==> src/rtl/instr_prefetch_buffer.sv <==
// rtl/instr_prefetch_buffer.sv - sequential instruction prefetch buffer with redirect flush
module instr_prefetch_buffer #(
  parameter int                    ADDR_WIDTH  = 64,
  parameter int                    INSTR_WIDTH = 32,
  parameter int                    DEPTH       = 4,
  parameter logic [ADDR_WIDTH-1:0] RESET_PC    = '0
) (
  input  logic                   i_clk,
  input  logic                   i_arst,
  input  logic                   i_redirect_valid,
  input  logic [ADDR_WIDTH-1:0]  i_redirect_pc,
  input  logic                   i_ready,
  output logic                   o_valid,
  output logic [INSTR_WIDTH-1:0] o_instruction,
  output logic [ADDR_WIDTH-1:0]  o_pc,
  output logic                   o_mem_req_valid,
  output logic [ADDR_WIDTH-1:0]  o_mem_req_addr,
  input  logic                   i_mem_req_ready,
  input  logic                   i_mem_resp_valid,
  input  logic [INSTR_WIDTH-1:0] i_mem_resp_data
);

  localparam int PW = (DEPTH > 1) ? $clog2(DEPTH) : 1;
  localparam int CW = PW + 1;
  localparam logic [CW-1:0] DEPTH_C = CW'(DEPTH);

  // Fetch address and issue enable (held off until the first edge after reset)
  logic [ADDR_WIDTH-1:0]  r_fetch_pc;
  logic                   r_started;

  // Instruction FIFO and response-pc queue
  logic [INSTR_WIDTH-1:0] r_instr_mem [DEPTH];
  logic [ADDR_WIDTH-1:0]  r_pc_mem    [DEPTH];
  logic [ADDR_WIDTH-1:0]  r_resp_pc   [DEPTH];
  logic [PW-1:0]          r_wr_ptr;
  logic [PW-1:0]          r_rd_ptr;
  logic [PW-1:0]          r_q_wr;
  logic [PW-1:0]          r_q_rd;
  logic [CW-1:0]          r_count;
  logic [CW-1:0]          r_outstanding;
  logic [CW-1:0]          r_drop;

  logic [CW-1:0]          w_live;
  logic [CW:0]            w_occupied;
  logic                   w_req_valid;
  logic                   w_req_hs;
  logic                   w_pop;
  logic                   w_fifo_wr;
  logic [CW-1:0]          w_outstanding_next;
  logic                   w_unused;

  assign w_unused   = ^i_redirect_pc[1:0];

  // Credit: buffered plus live in-flight words must leave room in the FIFO.
  // The outstanding cap also bounds stale requests so the drop count never
  // exceeds DEPTH across back-to-back redirects.
  assign w_live      = r_outstanding - r_drop;
  assign w_occupied  = {1'b0, r_count} + {1'b0, w_live};
  assign w_req_valid = r_started && (w_occupied < {1'b0, DEPTH_C}) && (r_outstanding < DEPTH_C);
  assign w_req_hs    = w_req_valid & i_mem_req_ready;
  assign w_pop       = (r_count != '0) & i_ready;
  assign w_fifo_wr   = i_mem_resp_valid & ~i_redirect_valid & (r_drop == '0);

  assign w_outstanding_next = r_outstanding + {{(CW-1){1'b0}}, w_req_hs}
                                            - {{(CW-1){1'b0}}, i_mem_resp_valid};

  assign o_mem_req_valid = w_req_valid;
  assign o_mem_req_addr  = r_fetch_pc;
  assign o_valid         = (r_count != '0);
  assign o_instruction   = r_instr_mem[r_rd_ptr];
  assign o_pc            = r_pc_mem[r_rd_ptr];

  // Control state: fetch pc, pointers, occupancy, in-flight and stale counts
  always_ff @(posedge i_clk or negedge i_arst) begin
    if (!i_arst) begin
      r_fetch_pc    <= RESET_PC;
      r_started     <= 1'b0;
      r_wr_ptr      <= '0;
      r_rd_ptr      <= '0;
      r_q_wr        <= '0;
      r_q_rd        <= '0;
      r_count       <= '0;
      r_outstanding <= '0;
      r_drop        <= '0;
    end else begin
      r_started     <= 1'b1;
      r_outstanding <= w_outstanding_next;
      if (i_redirect_valid) begin
        // Everything in flight, including a request accepted now, turns stale
        r_fetch_pc <= {i_redirect_pc[ADDR_WIDTH-1:2], 2'b00};
        r_drop     <= w_outstanding_next;
        r_count    <= '0;
        r_rd_ptr   <= r_wr_ptr;
        r_q_rd     <= r_q_wr;
      end else begin
        if (w_req_hs) begin
          r_fetch_pc <= r_fetch_pc + ADDR_WIDTH'(4);
          r_q_wr     <= r_q_wr + 1'b1;
        end
        if (i_mem_resp_valid) begin
          if (r_drop != '0) r_drop <= r_drop - 1'b1;
          else              r_q_rd <= r_q_rd + 1'b1;
        end
        if (w_fifo_wr) r_wr_ptr <= r_wr_ptr + 1'b1;
        if (w_pop)     r_rd_ptr <= r_rd_ptr + 1'b1;
        case ({w_fifo_wr, w_pop})
          2'b10:   r_count <= r_count + 1'b1;
          2'b01:   r_count <= r_count - 1'b1;
          default: r_count <= r_count;
        endcase
      end
    end
  end

  // Storage: FIFO entries and pc of each live outstanding request
  always_ff @(posedge i_clk or negedge i_arst) begin
    if (!i_arst) begin
      for (int i = 0; i < DEPTH; i++) begin
        r_instr_mem[i] <= '0;
        r_pc_mem[i]    <= '0;
        r_resp_pc[i]   <= '0;
      end
    end else begin
      if (w_fifo_wr) begin
        r_instr_mem[r_wr_ptr] <= i_mem_resp_data;
        r_pc_mem[r_wr_ptr]    <= r_resp_pc[r_q_rd];
      end
      if (w_req_hs && !i_redirect_valid) begin
        r_resp_pc[r_q_wr] <= r_fetch_pc;
      end
    end
  end

`ifndef SYNTHESIS
  // A response must never land in a full FIFO unless an entry leaves in the same cycle
  always @(posedge i_clk) begin
    if (i_arst && w_fifo_wr && !w_pop) begin
      assert (r_count < DEPTH_C);
    end
  end
`endif

endmodule

==> config.mk <==
export PLATFORM = sky130hd
export DESIGN_NAME = instr_prefetch_buffer
export DESIGN_NICKNAME = d
export VERILOG_FILES = /design/src/rtl/instr_prefetch_buffer.sv
export SDC_FILE = /design/constraint.sdc
export NUM_CORES = 1
export LEC_CHECK = 0
export CORE_MARGIN = 5
export CORE_UTILIZATION = 30
export DETAILED_ROUTE_END_ITERATION = 8
export PLACE_DENSITY = 0.52
export SLEW_MARGIN = 20
export SYNTH_ARGS = -nofsm -noshare
export SYNTH_HDL_FRONTEND = slang
export SYNTH_SLANG_ARGS = --single-unit
==> constraint.sdc <==
create_clock -name i_clk -period 5.2 [get_ports i_clk]
set_clock_uncertainty 0.05 [all_clocks]
set_input_delay 0.78 -clock i_clk [delete_from_list [all_inputs] [get_ports i_clk]]
set_output_delay 0.78 -clock i_clk [all_outputs]
set_load 0.01 [all_outputs]
==> summary by stage <==
Run status
The flow ran to the end, and the final reports show no timing, DRC or antenna violations.

Critical path
In this run the worst path has a maximum fanout of 6. The data arrival time of the critical path is 3600 ps. The start of the worst register-to-register path is r_outstanding[0].

The worst setup path is launched from a flop. The kind of end point of the critical path is a primary output. For flop-to-flop paths, the worst setup slack is 980 ps. The worst endpoint required time is 4370 ps. The worst register-to-register path ends at r_resp_pc[56]. The critical path start-end classification is flop to primary output. The cell depth of the worst flop-to-flop path is 13.

Clocking
Once the clock tree was built, the resizer swapped 0 gates to a different size. CTS placed an instance of sky130_fd_sc_hd__clkbuf_16 at the clock tree root. The clock sink count is 704. The CTS tree is yes. The post-CTS repair timing setup buffer count is 0. The clock latency reported for the late side of the worst-skew pair is 640 ps. The total CTS buffers is 83. The number of buffers between clock root and the deepest sink is 3. Hold repair after CTS inserted 0 buffers. The register clock-pin slew on the reported worst setup and hold paths is 60 ps. CTS built an H-tree with a depth of 3.

Yosys
In this run the cell area of the synthesized design comes to 31700 µm². The share of the yosys chip area belonging to registers is 55.6%. The average instance area after synthesis is 15.1 µm². For this run, the number of Yosys warnings is 0. The number of instances in the synthesized netlist is 2097. Counting flops and latches in the post-synthesis netlist gives 704.

The distinct cell type count after synthesis is 46.

Detailed routing
The detailed router placed 19000 vias in this run. For this run, design rule violations remaining after detail routing come to 0. In the routed layout, each cell is associated on average with a via count of 5.01. After detailed routing, the average wire length per cell comes to 24.1 µm. In this run the remaining antenna-violating nets after routing total 0. Wires add up to 91300 µm.

The number of iterations in the first detailed-routing pass is 4. In this run, the number of DRC markers left after iteration 0 of detailed routing was 1022.

STA
Timing would allow up to 226 MHz. Setup violations remaining at the end of the flow were counted as 0. Subtracting the final worst setup slack from the clock period gives 4430 ps.

The max-slew violation total from the final report is 0. The slew at the pin closest to its max-slew limit is 1040 ps. The total count of hold-check failures in the final report is 0. The post-route clock period utilization is 85.2%. The setup TNS is 0 ps. Setup repair after global routing left no endpoint under its margin.

The worst max-slew margin expressed relative to the limit is 30.9%.

Die
The I/O pin total is 264. Once the floorplan was initialized, standard cells occupied 30.2% of the core. The height of the die is 335 µm. After floorplanning, the core was divided into 119 placement rows. Measured along the x axis, the die boundary spans 335 µm. The full die area is 112000 µm². The area inside the core boundary is 105000 µm².

Global route
The first global-routing pass estimated 138000 µm of wire. The pin count of the biggest net entering global routing is 120. The overall overflow remaining after global route is 0. Global routing used 16.1% of the available tracks. The number of global-route vias before repair is 21200. The initial antenna violation count came to 9.

Finish
The share of post-route cells with drive strength above 1 is 41.0%. The final cell utilization of the core is 36.8%. The final layout contains 2451 nets. Compared with the post-synthesis result, the final layout area differs by 22.1%. The number of fill cells in the layout is 9972.

Flow run
Across the run, the number of max-cap violations was 0.

Hold path
The class of the most critical hold timing path is primary input to async pin.

Power and ir drop
The worst supply voltage drop on vdd is 0.000324 V. The leakage power total is 17.3 nW. The areal power density over the cells is 552 nW/µm².

Placement
The final weighted congestion in routability-driven placement is 0.765. The HPWL after detailed placement is 60000 µm. The count of buffers from port buffering is 257.
==> Yosys cell counts, drive strengths merged <==
library cell / instances / area, µm²
dfrtp: 704 / 17600
mux2: 626 / 7050
mux4: 156 / 3510
clkbuf: 80 / 302
nand2: 76 / 285
buf: 71 / 404
o21ai: 52 / 260
nor2: 49 / 186
nand3: 34 / 185
nand4: 29 / 206
a31oi: 26 / 163
xor2: 25 / 219
xnor2: 21 / 184
or4: 19 / 143
inv: 18 / 67.6
nor4: 17 / 158
ha: 16 / 200
o31ai: 16 / 120
or3: 15 / 93.8
and2: 8 / 50.1
nor3: 8 / 40.0
and4: 5 / 43.8
and3: 4 / 25.0
fa: 3 / 60.1
mux2i: 3 / 30.0
a221o: 2 / 20.0
conb: 2 / 7.51
nand2b: 2 / 12.5
nand3b: 2 / 15.0
nor2b: 2 / 12.5
or2: 2 / 12.5
a21oi: 1 / 5.00
and3b: 1 / 8.76
o211ai: 1 / 7.51
o22ai: 1 / 6.26
==> layer usage <==
layer	GRT usage (%)	vias up	wire, µm
met2	26.7	426	43800
li1	-	8250	-
met4	4.50	4	2580
met3	4.61	137	5570
met1	20.9	10200	39400
met5	0	-	17
==> sequential cells by signal, indices dropped and copies added (netlist names) <==
register	count
o_mem_req_addr	62
r_count	3
r_drop	3
r_instr_mem	128
r_outstanding	3
r_pc_mem	248
r_q_rd	2
r_q_wr	2
r_rd_ptr	2
r_resp_pc	248
r_started	1
r_wr_ptr	2
==> report_power, final <==
group / switching (mW) / leakage [nW] / internal, mW / total (mW)
clock: 2.36 / 1.40 / 3.61 / 5.97
sequential: 1.36 / 9.36 / 7.41 / 8.77
combinational: 2.74 / 6.59 / 3.87 / 6.61
==> final cells by class <==
class / instances / area, µm² / area share, %
multi-input combinational: 1227 / 13400 / 34.6
timing repair buffer: 296 / 3060 / 7.90
clock inverter: 32 / 385 / 0.996
tap: 1391 / 1740 / 4.50
inverter: 18 / 67.6 / 0.175
antenna: 3 / 7.51 / 0.0194
sequential: 704 / 17600 / 45.6
clock buffer: 122 / 2440 / 6.30
==> cells in the final DEF, fill, tap and decap left out, types with 4 or more instances in the layout <==
cell	instances
sky130_fd_sc_hd__nand2_1	72
sky130_fd_sc_hd__nor4_1	13
sky130_fd_sc_hd__conb_1	5
sky130_fd_sc_hd__a31oi_1	26
sky130_fd_sc_hd__xnor2_1	21
sky130_fd_sc_hd__ha_1	16
sky130_fd_sc_hd__buf_12	15
sky130_fd_sc_hd__dfrtp_1	700
sky130_fd_sc_hd__xor2_1	25
sky130_fd_sc_hd__and4_1	5
sky130_fd_sc_hd__inv_6	5
sky130_fd_sc_hd__or3_1	15
sky130_fd_sc_hd__o21ai_0	46
sky130_fd_sc_hd__mux4_2	156
sky130_fd_sc_hd__dfrtp_4	4
sky130_fd_sc_hd__or4_1	19
sky130_fd_sc_hd__and2_1	4
sky130_fd_sc_hd__clkbuf_1	21
sky130_fd_sc_hd__and3_1	4
sky130_fd_sc_hd__clkbuf_16	86
sky130_fd_sc_hd__inv_1	17
sky130_fd_sc_hd__mux2_2	625
sky130_fd_sc_hd__nand4_2	4
sky130_fd_sc_hd__clkdlybuf4s50_1	255
sky130_fd_sc_hd__clkinv_2	17
sky130_fd_sc_hd__clkbuf_8	15
sky130_fd_sc_hd__nor3_1	7
sky130_fd_sc_hd__o31ai_1	16
sky130_fd_sc_hd__o21ai_1	6
sky130_fd_sc_hd__buf_4	24
sky130_fd_sc_hd__nand3_1	31
sky130_fd_sc_hd__bufinv_16	7
sky130_fd_sc_hd__nand4_1	25
sky130_fd_sc_hd__nor2_1	48
sky130_fd_sc_hd__and2_4	4
sky130_fd_sc_hd__nand2_4	4
==> through the flow <==
step                      cell area, µm²  std cells  worst slack (ps)  hold WS [ps]  total power, mW
after global placement             35900       3636               964           431             15.2
after detailed placement           35900       3636               918           438             15.6
final                              38700       3793               772           167             21.3
after global routing               38700       3790               506           188             22.6
after floorplan                    31700       2100              1610           424             12.7
after CTS                          38700       3790               719           150             21.7
==> cell families (layout without fill, tap and decap cells) <==
| kind of cell | Yosys count | count (layout) | share of synthesized area [%] |
|---|---|---|---|
| other | 2 | 8 | 0.0237 |
| muxes | 785 | 785 | 33.4 |
| AOI/OAI and AO/OA | 99 | 99 | 1.83 |
| DFF | 704 | 704 | 55.6 |
| xor gates and xnor gates | 46 | 46 | 1.27 |
| buffers and inverters | 169 | 468 | 2.44 |
| adders and majority gates | 19 | 19 | 0.821 |
| and+or+nand+nor | 273 | 273 | 4.66 |
==> worst max-delay path, cell delays in order (launching register included) <==
cell                              delay, ps
sky130_fd_sc_hd__dfrtp_1                380
sky130_fd_sc_hd__inv_1                   60
sky130_fd_sc_hd__ha_1                   140
sky130_fd_sc_hd__inv_1                   50
sky130_fd_sc_hd__fa_1                   370
sky130_fd_sc_hd__xor2_1                 190
sky130_fd_sc_hd__xnor2_1                150
sky130_fd_sc_hd__ha_1                   280
sky130_fd_sc_hd__nor4_4                 430
sky130_fd_sc_hd__nand2_1                130
sky130_fd_sc_hd__nor2_1                 100
sky130_fd_sc_hd__clkdlybuf4s50_1        690
==> how the worst max path moves through the flow <==
stage	start	end	slack, ps
3_5_place_dp	r_outstanding[0]	r_resp_pc[53]	920
6_report	r_outstanding[0]	o_mem_req_valid	770
2_1_floorplan	r_outstanding[0]	r_drop[2]	1610
5_1_grt	r_outstanding[0]	o_mem_req_valid	510
4_1_cts	r_outstanding[0]	o_mem_req_valid	720
3_3_place_gp	r_outstanding[0]	r_resp_pc[50]	960
No activity file was read; power rests on OpenSTA's default activity.
